File: src/rtl/cache_mem_arbiter.sv
// Single RAM port arbiter between the instruction and data caches.
// Data requests win; a saturating starvation counter forces an instruction grant.
module cache_mem_arbiter #(
    parameter int unsigned STARVE_LIMIT = 4
) (
    input  logic        CLK,
    input  logic        nRST,
    input  logic        iREN,
    input  logic [31:0] iaddr,
    output logic        iwait,
    output logic [31:0] iload,
    input  logic        dREN,
    input  logic        dWEN,
    input  logic [31:0] daddr,
    input  logic [31:0] dstore,
    output logic        dwait,
    output logic [31:0] dload,
    output logic        ramREN,
    output logic        ramWEN,
    output logic [31:0] ramaddr,
    output logic [31:0] ramstore,
    input  logic [31:0] ramload,
    input  logic [1:0]  ramstate,
    output logic        ram_err
);
    // state   | meaning
    // IDLE    | no grant; arbitrate between pending requests
    // SERVE_I | icache owns the RAM port until ACCESS or abort
    // SERVE_D | dcache owns the RAM port until ACCESS or abort
    typedef enum logic [1:0] {IDLE, SERVE_I, SERVE_D} state_t;

    localparam logic [1:0] RAM_ACCESS = 2'd2;
    localparam logic [1:0] RAM_ERROR  = 2'd3;
    localparam logic [2:0] LIMIT      = 3'(STARVE_LIMIT);

    state_t     state, state_nxt;
    logic [2:0] starve_cnt, starve_nxt;
    logic       dreq;

    assign dreq  = dREN | dWEN;
    assign iload = ramload;
    assign dload = ramload;

    always_ff @(posedge CLK or negedge nRST) begin
        if (!nRST) begin
            state      <= IDLE;
            starve_cnt <= 3'd0;
            ram_err    <= 1'b0;
        end else begin
            state      <= state_nxt;
            starve_cnt <= starve_nxt;
            if (state != IDLE && ramstate == RAM_ERROR)
                ram_err <= 1'b1;
        end
    end

    always_comb begin
        state_nxt  = state;
        starve_nxt = starve_cnt;
        ramREN     = 1'b0;
        ramWEN     = 1'b0;
        ramaddr    = 32'd0;
        ramstore   = 32'd0;
        iwait      = 1'b1;
        dwait      = 1'b1;
        case (state)
            IDLE: begin
                // starvation count only advances when a D grant passes over a waiting fetch
                if (iREN && (!dreq || starve_cnt == LIMIT)) begin
                    state_nxt  = SERVE_I;
                    starve_nxt = 3'd0;
                end else if (dreq) begin
                    state_nxt = SERVE_D;
                    if (iREN && starve_cnt < LIMIT)
                        starve_nxt = starve_cnt + 3'd1;
                end
            end
            SERVE_I: begin
                ramREN  = iREN;
                ramaddr = iaddr;
                if (ramstate == RAM_ACCESS) begin
                    iwait     = 1'b0;
                    state_nxt = IDLE;
                end else if (!iREN) begin
                    state_nxt = IDLE;
                end
            end
            SERVE_D: begin
                ramWEN   = dWEN;
                ramREN   = dREN & ~dWEN;
                ramaddr  = daddr;
                ramstore = dstore;
                if (ramstate == RAM_ACCESS) begin
                    dwait     = 1'b0;
                    state_nxt = IDLE;
                end else if (!dreq) begin
                    state_nxt = IDLE;
                end
            end
            default: state_nxt = IDLE;
        endcase
    end
endmodule

File: config.mk
export PLATFORM = sky130hd
export DESIGN_NAME = cache_mem_arbiter
export DESIGN_NICKNAME = d
export VERILOG_FILES = /design/src/rtl/cache_mem_arbiter.sv
export SDC_FILE = /design/constraint.sdc
export NUM_CORES = 1
export LEC_CHECK = 0
export ABC_AREA = 1
export BUFFER_PORTS_ARGS = -buffer_cell sky130_fd_sc_hd__buf_2
export CAP_MARGIN = 20
export CORE_AREA = 2 2 104 106
export DETAILED_ROUTE_END_ITERATION = 12
export DIE_AREA = 0 0 106 108
export GPL_TIMING_DRIVEN = 0
export PLACE_DENSITY = 0.5
export SETUP_SLACK_MARGIN = 0.1
export SKIP_CTS_REPAIR_TIMING = 1
export SYNTH_ARGS = -nofsm -noshare
export SYNTH_HDL_FRONTEND = slang
export SYNTH_SLANG_ARGS = --single-unit
File: constraint.sdc
create_clock -name CLK -period 3.55 [get_ports CLK]
set_input_delay 0.1775 -clock CLK [delete_from_list [all_inputs] [get_ports CLK]]
set_output_delay 0.1775 -clock CLK [all_outputs]
set_load 0.03 [all_outputs]
==> Yosys cells after proc, flatten, opt, wreduce, memory -nomap -nowiden <==
Cells that the tools add are included.
{ "word_totals": {"reg_bits": 6} }
{ "classes": {"n_eq_ne": 8, "reduce_logical": 11, "n_addsub": 1, "order_cmp": 1, "bitwise_logic": 3, "muxes": 17} }
{ "op_table": {"columns": ["cell", "n"], "rows": [
  ["$pmux W32 S2", 1],
  ["$mux W32", 1],
  ["$mux W2", 6],
  ["$mux W3", 3],
  ["$ne A3 B3 Y1 const B", 3],
  ["$eq A2 B2 Y1 const B", 3],
  ["$pmux W2 S3", 1],
  ["$reduce_and A3 Y1", 2],
  ["$reduce_bool A2 Y1", 3],
  ["$mux W1", 4],
  ["$add A3 B1 Y3 const B", 1],
  ["$eq A3 B3 Y1 const B", 1],
  ["$logic_and A1 B1 Y1", 3],
  ["$lt A3 B3 Y1 const B", 1],
  ["$eq A2 B1 Y1 const B", 1],
  ["$logic_not A2 Y1", 1],
  ["$pmux W1 S2", 1],
  ["$and A1 B1 Y1", 1],
  ["$logic_not A1 Y1", 1],
  ["$logic_or A1 B1 Y1", 1],
  ["$not A1 Y1", 1],
  ["$or A1 B1 Y1", 1]
]} }

==> Depth between registers and ports, before layout <==
Gate-level depths: netlist of run 1.
{ "depth": {"depth_word": 6, "depth_mapped": 9, "depth_no_buf": 8} }

==> Least setup slack after synthesis of run 1 <==
OpenSTA, ideal clock, no wires.
{ "synth_timing": {"kind": "register to output", "from": "register state[0]", "to": "output port ramaddr[10]", "required_ps": 3372, "path_slack_ps": 1914, "arrival_ps": 1458, "stages_incl_launch_ff": 7, "cell_sequence": "dfrtp_1 -> inv_1 -> ha_1 -> buf_4 -> buf_6 -> nand2_1 -> a21oi_1"} }
{ "synth_between": {"elab_chain_cells": 2, "word_cells_on_any_way": 3, "classes_between": "2 x eq/ne; 1 x mux"} }
{ "synth_lines": {"columns": ["element", "line_no", "source"], "rows": [
  ["start: declaration", "36", "state_t state, state_nxt;"],
  ["start signal: assignment", "50", "state <= state_nxt;"],
  ["$eq A2 B2 Y1 / $eq A2 B1 Y1 (equally long branches)", "66", "case (state)"],
  ["$pmux W32 S2 (*)", "66", null],
  ["end: declaration", "20", "output logic [31:0] ramaddr,"]
]} }
Every way passes the cells marked *; elsewhere a longest branch is shown, timed or not.

==> Final worst setup path of run 1 <==
{ "layout_timing": {"from": "register state[0]", "to": "output port ramaddr[9]"} }
Same word-level chain as after synthesis.

==> results of run 1 <==
[worst paths after layout]
| kind | startpoint | end | slack (ns) | cells after the start |
|---|---|---|---|---|
| worst max register to register | state[1] | state[0] | 2.20 | 9 |
| min in group asynchronous | nRST | starve_cnt[1] | 0.31 | 2 |
| worst max-delay path | state[0] | ramaddr[9] | 1.48 | 6 |
| worst min-delay path | ramstate[0] | ram_err | 0.22 | 2 |
| worst min register to register | ram_err | ram_err | 0.48 | 1 |
| max in group asynchronous | nRST | ram_err | 3.08 | 2 |
[placed cells by master, fill, tap and decap left out]
master and instances:
buf_6 1, clkbuf_8 3, nor2_1 1, buf_1 3, buf_2 244, nand2_1 117, xor2_1 2, dfrtp_1 6
inv_1 49, a31o_2 1, ha_1 5, or2_2 1, buf_4 65, dlygate4sd3_1 1, a21oi_1 36, o21ai_0 2
nand3_1 4
[layout make-up]
cell class              instances  area (um^2)  area share (%)
clock buffers                   3        41.29           1.360
plain buffers                  78        555.5           18.30
multi-input cells             169        748.2           24.65
inverters                      49        183.9           6.059
well taps                     136        170.2           5.606
flip-flops and latches          6        150.1           4.946
repair buffers                236         1186           39.08
[where the power goes]
group	internal, mW	switching, mW
Combinational	0.513	1.28
Sequential	0.0973	0.0201
Clock	0.0728	0.0291
Total	0.683	1.33
[critical path: cells and delay by family, from the launching register on]
family,cells,cell delay (ns)
AOI/OAI and AO/OA,1,0.08
adders and majority gates,1,0.28
buffers and inverters,4,0.94
DFF,1,0.37
[routing by layer]
metal,GRT usage (%),share of wire (%),up-vias
met3,1.627,7.2,4
met5,0,0,-
met1,13.01,37,1096
met4,1.410,0.22,0
met2,24.75,56,115
li1,-,-,1306
[stage by stage]
step           hold WS (ns)  cell area [um^2]
2_1_floorplan       -0.1181              1638
3_3_place_gp        0.01623              2984
3_5_place_dp        0.01603              2984
4_1_cts             -0.2170              3025
5_1_grt              0.2258              3035
6_report             0.2161              3035
[synth_stat cells]
cell type | number | area, um^2
nand2_1 | 117 | 439.2
buf_4 | 65 | 488.0
inv_1 | 49 | 183.9
a21oi_1 | 36 | 180.2
buf_2 | 9 | 45.04
dfrtp_1 | 6 | 150.1
ha_1 | 5 | 62.56
nand3_1 | 4 | 20.02
buf_1 | 3 | 11.26
o21ai_0 | 2 | 10.01
xor2_1 | 2 | 17.52
a31o_2 | 1 | 8.760
buf_6 | 1 | 11.26
nor2_1 | 1 | 3.750
or2_2 | 1 | 6.260
[state kept, by name (all words and copies together) (netlist names)]
signal,count
state,2
ram_err,1
starve_cnt,3
[cell families (layout without fill, tap and decap cells)]
group	count (synthesis)	in the layout
buf+inv	127	366
simple gates	123	123
compound gates	39	39
flops	6	6
fa+ha+maj	5	5
xor+xnor	2	2
==> results.py, run 1 <==
metrics = {
    "cells_and_area": {
        "syn2layout_area_growth_pct": 85.33,
        "fin_cells": 677,
        "num_antenna_cells": 0,
        "drive_gt1_share_pct": 58.23,
        "layout.nets": 683,
        "utilization_pct": 29.67,
        "n_fill_cell": 1187,
    },
    "synth": {
        "synth-adder-area-share_pct": 3.820,
        "ys_seq_elements": 6,
        "synthCells": 302,
        "synth_compound_area_share_pct": 12.15,
        "synth_top_family_by_area": "buffers and inverters",
        "muxShareOfSynthArea_pct": 0,
        "synth_nets": 442,
        "synth_area_um2": 1638,
        "synth-simple-area-share_pct": 28.65,
        "ys_warn_count": 0,
        "yosysUniqueCellTypes": 15,
        "yosysSeqAreaShare_pct": 9.167,
        "syn_area_per_cell_um2": 5.423,
        "synth_xor_area_share_pct": 1.070,
    },
    "global_routing": {
        "grt_pass1_vias": 2397,
        "grt_usage_pct": 11.91,
        "grt_pass1_wl_um": 11220,
        "grt_max_degree": 11,
        "overflow": 0,
        "antenna_found_initial": 0,
    },
    "sta": {
        "hold_viol_final": 0,
        "rsz0062_at_grt": "no",
        "max_freq_mhz": 483.2,
        "fin_setup_tns_ns": 0,
        "report.final.slew_viol_count": 0,
        "period_share_pct": 58.29,
        "setup_viol": 0,
        "period_needed_ns": 2.069,
        "timing.final.ws_setup_ns": 1.481,
        "skew_ns": 0.0005175,
        "worst_slew_pin_slew_ns": 0.5461,
        "max_slew_margin_pct": 63.59,
    },
    "routing": {
        "wl_um": 7662,
        "num_vias": 2521,
        "drtPass1Iterations": 5,
        "via_per_inst": 3.724,
        "antenna_left": 0,
        "wire_per_inst_um": 11.32,
        "drcViolationCount": 0,
        "drtIter0Drc": 106,
    },
    "clocking": {
        "root_buffer": "clkbuf_8",
        "clockBufferDepth": 2,
        "cts.sinks": 6,
        "clock_latency_ns": 0.22,
        "cts_tree": "done",
        "numCtsBuffers": 3,
        "cts.reportedPaths.clkPinSlew_ns": 0.04,
        "htree_levels": 1,
    },
    "outcome": {
        "outcome": "complete, no violations",
    },
    "hold_path": {
        "hold_path.class": "in -> reg",
    },
    "place": {
        "globalplace.congestion": 0.7537,
        "post-dp-hpwl_um": 6818,
        "pre_cts_slack_ns": 1.644,
        "portBuffers": 235,
        "dp.cells": 673,
    },
    "setup_path": {
        "cp.arrival_ns": 1.89,
        "end_kind": "output port",
        "cpMostUsedCell": "inv_1",
        "startpoint_type": "flop",
        "crit_type": "reg -> out",
        "worstPathRequired_ns": 3.37,
        "crit_fanout": 10,
        "crit_chain": "inv_1 > ha_1 > inv_1 > buf_1 > a21oi_1 > buf_2",
        "critical_path.max_stage_delay_ns": 0.47,
        "crit_path_top_delay_cell": "buf_1",
    },
    "pwr": {
        "cellPowerDensity_nw_per_um2": 662.0,
        "p_leak_nw": 2.107,
        "vdd_drop_max_mv": 0.2794,
        "finalPower_mw": 2.009,
    },
    "job": {
        "cap_violations": 0,
    },
    "die": {
        "core_area_um2": 10230,
        "rows": 37,
        "dieArea_um2": 11450,
        "ios": 268,
        "die_w_um": 106,
        "initial_core_util_pct": 16.01,
        "die_h_um": 108,
    },
}
(Power assumes the default switching activity.)
==> inputs of run 2 (changes only) <==
--- a/config.mk
+++ b/config.mk
@@ -5,14 +5,14 @@
 export SDC_FILE = /design/constraint.sdc
 export NUM_CORES = 1
 export LEC_CHECK = 0
-export ABC_AREA = 1
+export ABC_AREA = 0
 export BUFFER_PORTS_ARGS = -buffer_cell sky130_fd_sc_hd__buf_2
 export CAP_MARGIN = 20
-export CORE_AREA = 2 2 104 106
+export CORE_AREA = 2 2 105 107
 export DETAILED_ROUTE_END_ITERATION = 12
-export DIE_AREA = 0 0 106 108
+export DIE_AREA = 0 0 107 109
 export GPL_TIMING_DRIVEN = 0
-export PLACE_DENSITY = 0.5
+export PLACE_DENSITY = 0.49
 export SETUP_SLACK_MARGIN = 0.1
 export SKIP_CTS_REPAIR_TIMING = 1
 export SYNTH_ARGS = -nofsm -noshare
==> constraint.sdc (replaced) <==
create_clock -name CLK -period 1.95 [get_ports CLK]
set_input_delay 0.0975 -clock CLK [delete_from_list [all_inputs] [get_ports CLK]]
set_output_delay 0.0975 -clock CLK [all_outputs]
set_load 0.03 [all_outputs]
==> results.py, run 2 <==
metrics = {
    "outcome": {
        "outcome": "complete, no violations",
    },
    "setup_path": {
        "crit_fanout": 10,
        "path_depth": 5,
        "cp-endpoint": "ramaddr[5]",
        "startpoint_type": "flop",
        "critPathLaunch": "state[1]",
        "crit_type": "reg -> out",
        "critical_path.max_stage_delay_ns": 0.39,
        "crit_family": "buffers and inverters",
        "r2r_start": "state[1]",
        "worstPathRequired_ns": 1.85,
        "end_kind": "output port",
        "r2r_end": "state[1]",
        "rrSetupSlack_ns": 0.32,
        "cp.arrival_ns": 1.70,
        "crit_path_top_delay_cell": "dfrtp_1",
        "ff2ff_path_depth": 7,
        "path_buf_inv": 3,
        "crit_chain": "inv_1 > ha_2 > buf_4 > nor2b_2 > clkbuf_4",
    },
    "routing": {
        "drtIter0Drc": 69,
        "drcViolationCount": 0,
        "wl_um": 6649,
        "wire_per_inst_um": 11.14,
        "via_per_inst": 3.809,
        "antenna_left": 0,
        "drtPass1Iterations": 4,
        "num_vias": 2274,
    },
    "global_routing": {
        "overflow": 0,
        "grt_pass1_vias": 1995,
        "grt_max_degree": 11,
        "grt_usage_pct": 9.623,
        "grt_pass1_wl_um": 9073,
        "antenna_found_initial": 0,
    },
    "synth": {
        "synthArstFlopShare_pct": 100.0,
        "ys_seq_elements": 6,
        "synth-main-ff-cell": "dfrtp_1",
        "synth_top_cell_area_share_pct": 30.47,
        "yosysUniqueCellTypes": 25,
        "synthTopCellsByArea": "buf_4, a22oi_1, nor2b_1, and2_1, dfrtp_1",
        "synthTopCellsByCount": "buf_4, nor2b_1, a22oi_1, and2_1",
        "synth_area_leader_cell": "buf_4",
        "synth.most_common_cell": "buf_4",
        "syn_area_per_cell_um2": 7.346,
        "ys_warn_count": 0,
        "synth_nets": 358,
        "yosysSeqAreaShare_pct": 9.375,
        "synth_edf_count": 0,
        "synth_area_um2": 1602,
        "synthCells": 218,
    },
    "place": {
        "globalplace.congestion": 0.6495,
        "post-dp-hpwl_um": 5836,
        "portBuffers": 235,
    },
    "pwr": {
        "pwr-share-seq_pct": 6.0,
        "p_leak_nw": 1.772,
        "pwr-share-comb_pct": 88.9,
        "p_int_mw": 1.506,
        "vdd_drop_max_mv": 0.4107,
        "p_switching_mw": 2.105,
        "cellPowerDensity_nw_per_um2": 1182,
        "power.share.clock_pct": 5.1,
        "p_sw_share_pct": 58.30,
    },
    "die": {
        "ios": 268,
        "rows": 38,
        "initial_core_util_pct": 15.11,
        "die_w_um": 107,
        "die_h_um": 109,
        "dieArea_um2": 11660,
        "core_area_um2": 10600,
    },
    "clocking": {
        "cts.reportedPaths.clkPinSlew_ns": 0.04,
        "cts_tree": "done",
        "cts.sinks": 6,
        "clock_latency_ns": 0.22,
        "root_buffer": "clkbuf_8",
        "numCtsBuffers": 3,
        "htree_levels": 1,
        "clockBufferDepth": 2,
    },
    "sta": {
        "worst_slew_pin_slew_ns": 0.2629,
        "max_slew_margin_pct": 82.44,
        "period_share_pct": 92.34,
        "period_needed_ns": 1.801,
        "max_freq_mhz": 555.3,
        "fin_setup_tns_ns": 0,
        "rsz0062_at_grt": "yes",
        "hold_viol_final": 0,
        "report.final.slew_viol_count": 0,
        "skew_ns": 0.002081,
        "setup_viol": 0,
    },
    "cells_and_area": {
        "utilization_pct": 28.82,
        "final_cell_mix": "buf_2, buf_4, a22oi_1, and2_1, nor2b_1",
        "largest_register_ffs": 3,
        "syn2layout_area_growth_pct": 90.78,
        "n_fill_cell": 1162,
        "layout_commonest_cell": "buf_2",
        "layout.nets": 599,
        "regMostFlops": "starve_cnt",
        "reg_top3": "starve_cnt x3, state x2, ram_err x1",
        "drive_gt1_share_pct": 71.12,
        "num_antenna_cells": 0,
    },
    "job": {
        "cap_violations": 0,
    },
    "hold_path": {
        "hold_path.class": "in -> reg",
    },
}
run 2: how the worst min path moves through the flow:
stage,startpoint,endpoint,slack (ns),cells past startpoint
3_3_place_gp,nRST,starve_cnt[0],-0.07,1
4_1_cts,nRST,starve_cnt[1],-0.30,1
6_report,ramstate[1],ram_err,0.13,3
2_1_floorplan,nRST,ram_err,-0.20,0
5_1_grt,ramstate[1],ram_err,0.15,3
3_5_place_dp,nRST,ram_err,-0.07,1
run 2: cell type report:
| type | instances | area (um^2) | share of cell area [%] |
|---|---|---|---|
| buffer | 78 | 571.8 | 18.71 |
| clock buffer | 3 | 41.29 | 1.351 |
| inverter | 4 | 15.01 | 0.4914 |
| multi-input combinational | 130 | 910.9 | 29.81 |
| sequential | 6 | 150.1 | 4.914 |
| tap | 140 | 175.2 | 5.733 |
| timing repair buffer | 236 | 1191 | 38.98 |
run 2: kinds of logic after synthesis:
logic type / after synthesis / share of synthesized area, %
adders and majority gates: 5 / 3.906
muxes: 2 / 1.406
AOI/OAI and AO/OA: 40 / 18.05
and+or+nand+nor: 82 / 31.72
buffers and inverters: 82 / 35.00
xor gates and xnor gates: 1 / 0.5470
DFF: 6 / 9.375
run 2: layer usage:
layer,part of all wire (%),GRT usage (%),vias to the layer above
met2,53,19.79,147
met5,0,0,-
li1,-,-,1134
met4,0.24,0.8349,0
met3,11,2.092,2
met1,35,10.30,991
run 2: worst register-to-register path, delay by kind of cell, from the launching register on:
kind / cells / cell delay [ns]
multiplexers: 1 / 0.35
adder cells (fa/ha/maj): 1 / 0.18
AND/OR/NAND/NOR: 3 / 0.35
flip-flops: 1 / 0.39
buffers and inverters: 2 / 0.24
run 2: power groups by stage:
| stage | registers [mW] | logic (mW) | clock network [mW] |
|---|---|---|---|
| floorplan | 0.204 | 2.26 | 0 |
| global placement | 0.211 | 3.12 | 0 |
| detailed placement | 0.215 | 3.14 | 0 |
| CTS | 0.213 | 3.15 | 0.191 |
| global route | 0.223 | 3.49 | 0.196 |
| finish | 0.216 | 3.21 | 0.185 |
run 2: through the flow:
stage                     area [um^2]  setup slack, ns  std cells  hold WS [ns]  power, mW
after floorplan                  1602           0.2459        218       -0.1981      2.459
after global placement           2953          0.03859        593      -0.06846      3.334
after detailed placement         2953          0.04267        593      -0.06810      3.357
after CTS                        2994          -0.2044        596       -0.3045      3.556
after global routing             3055          0.05651        597        0.1458      3.905
final                            3055           0.1493        597        0.1299      3.610
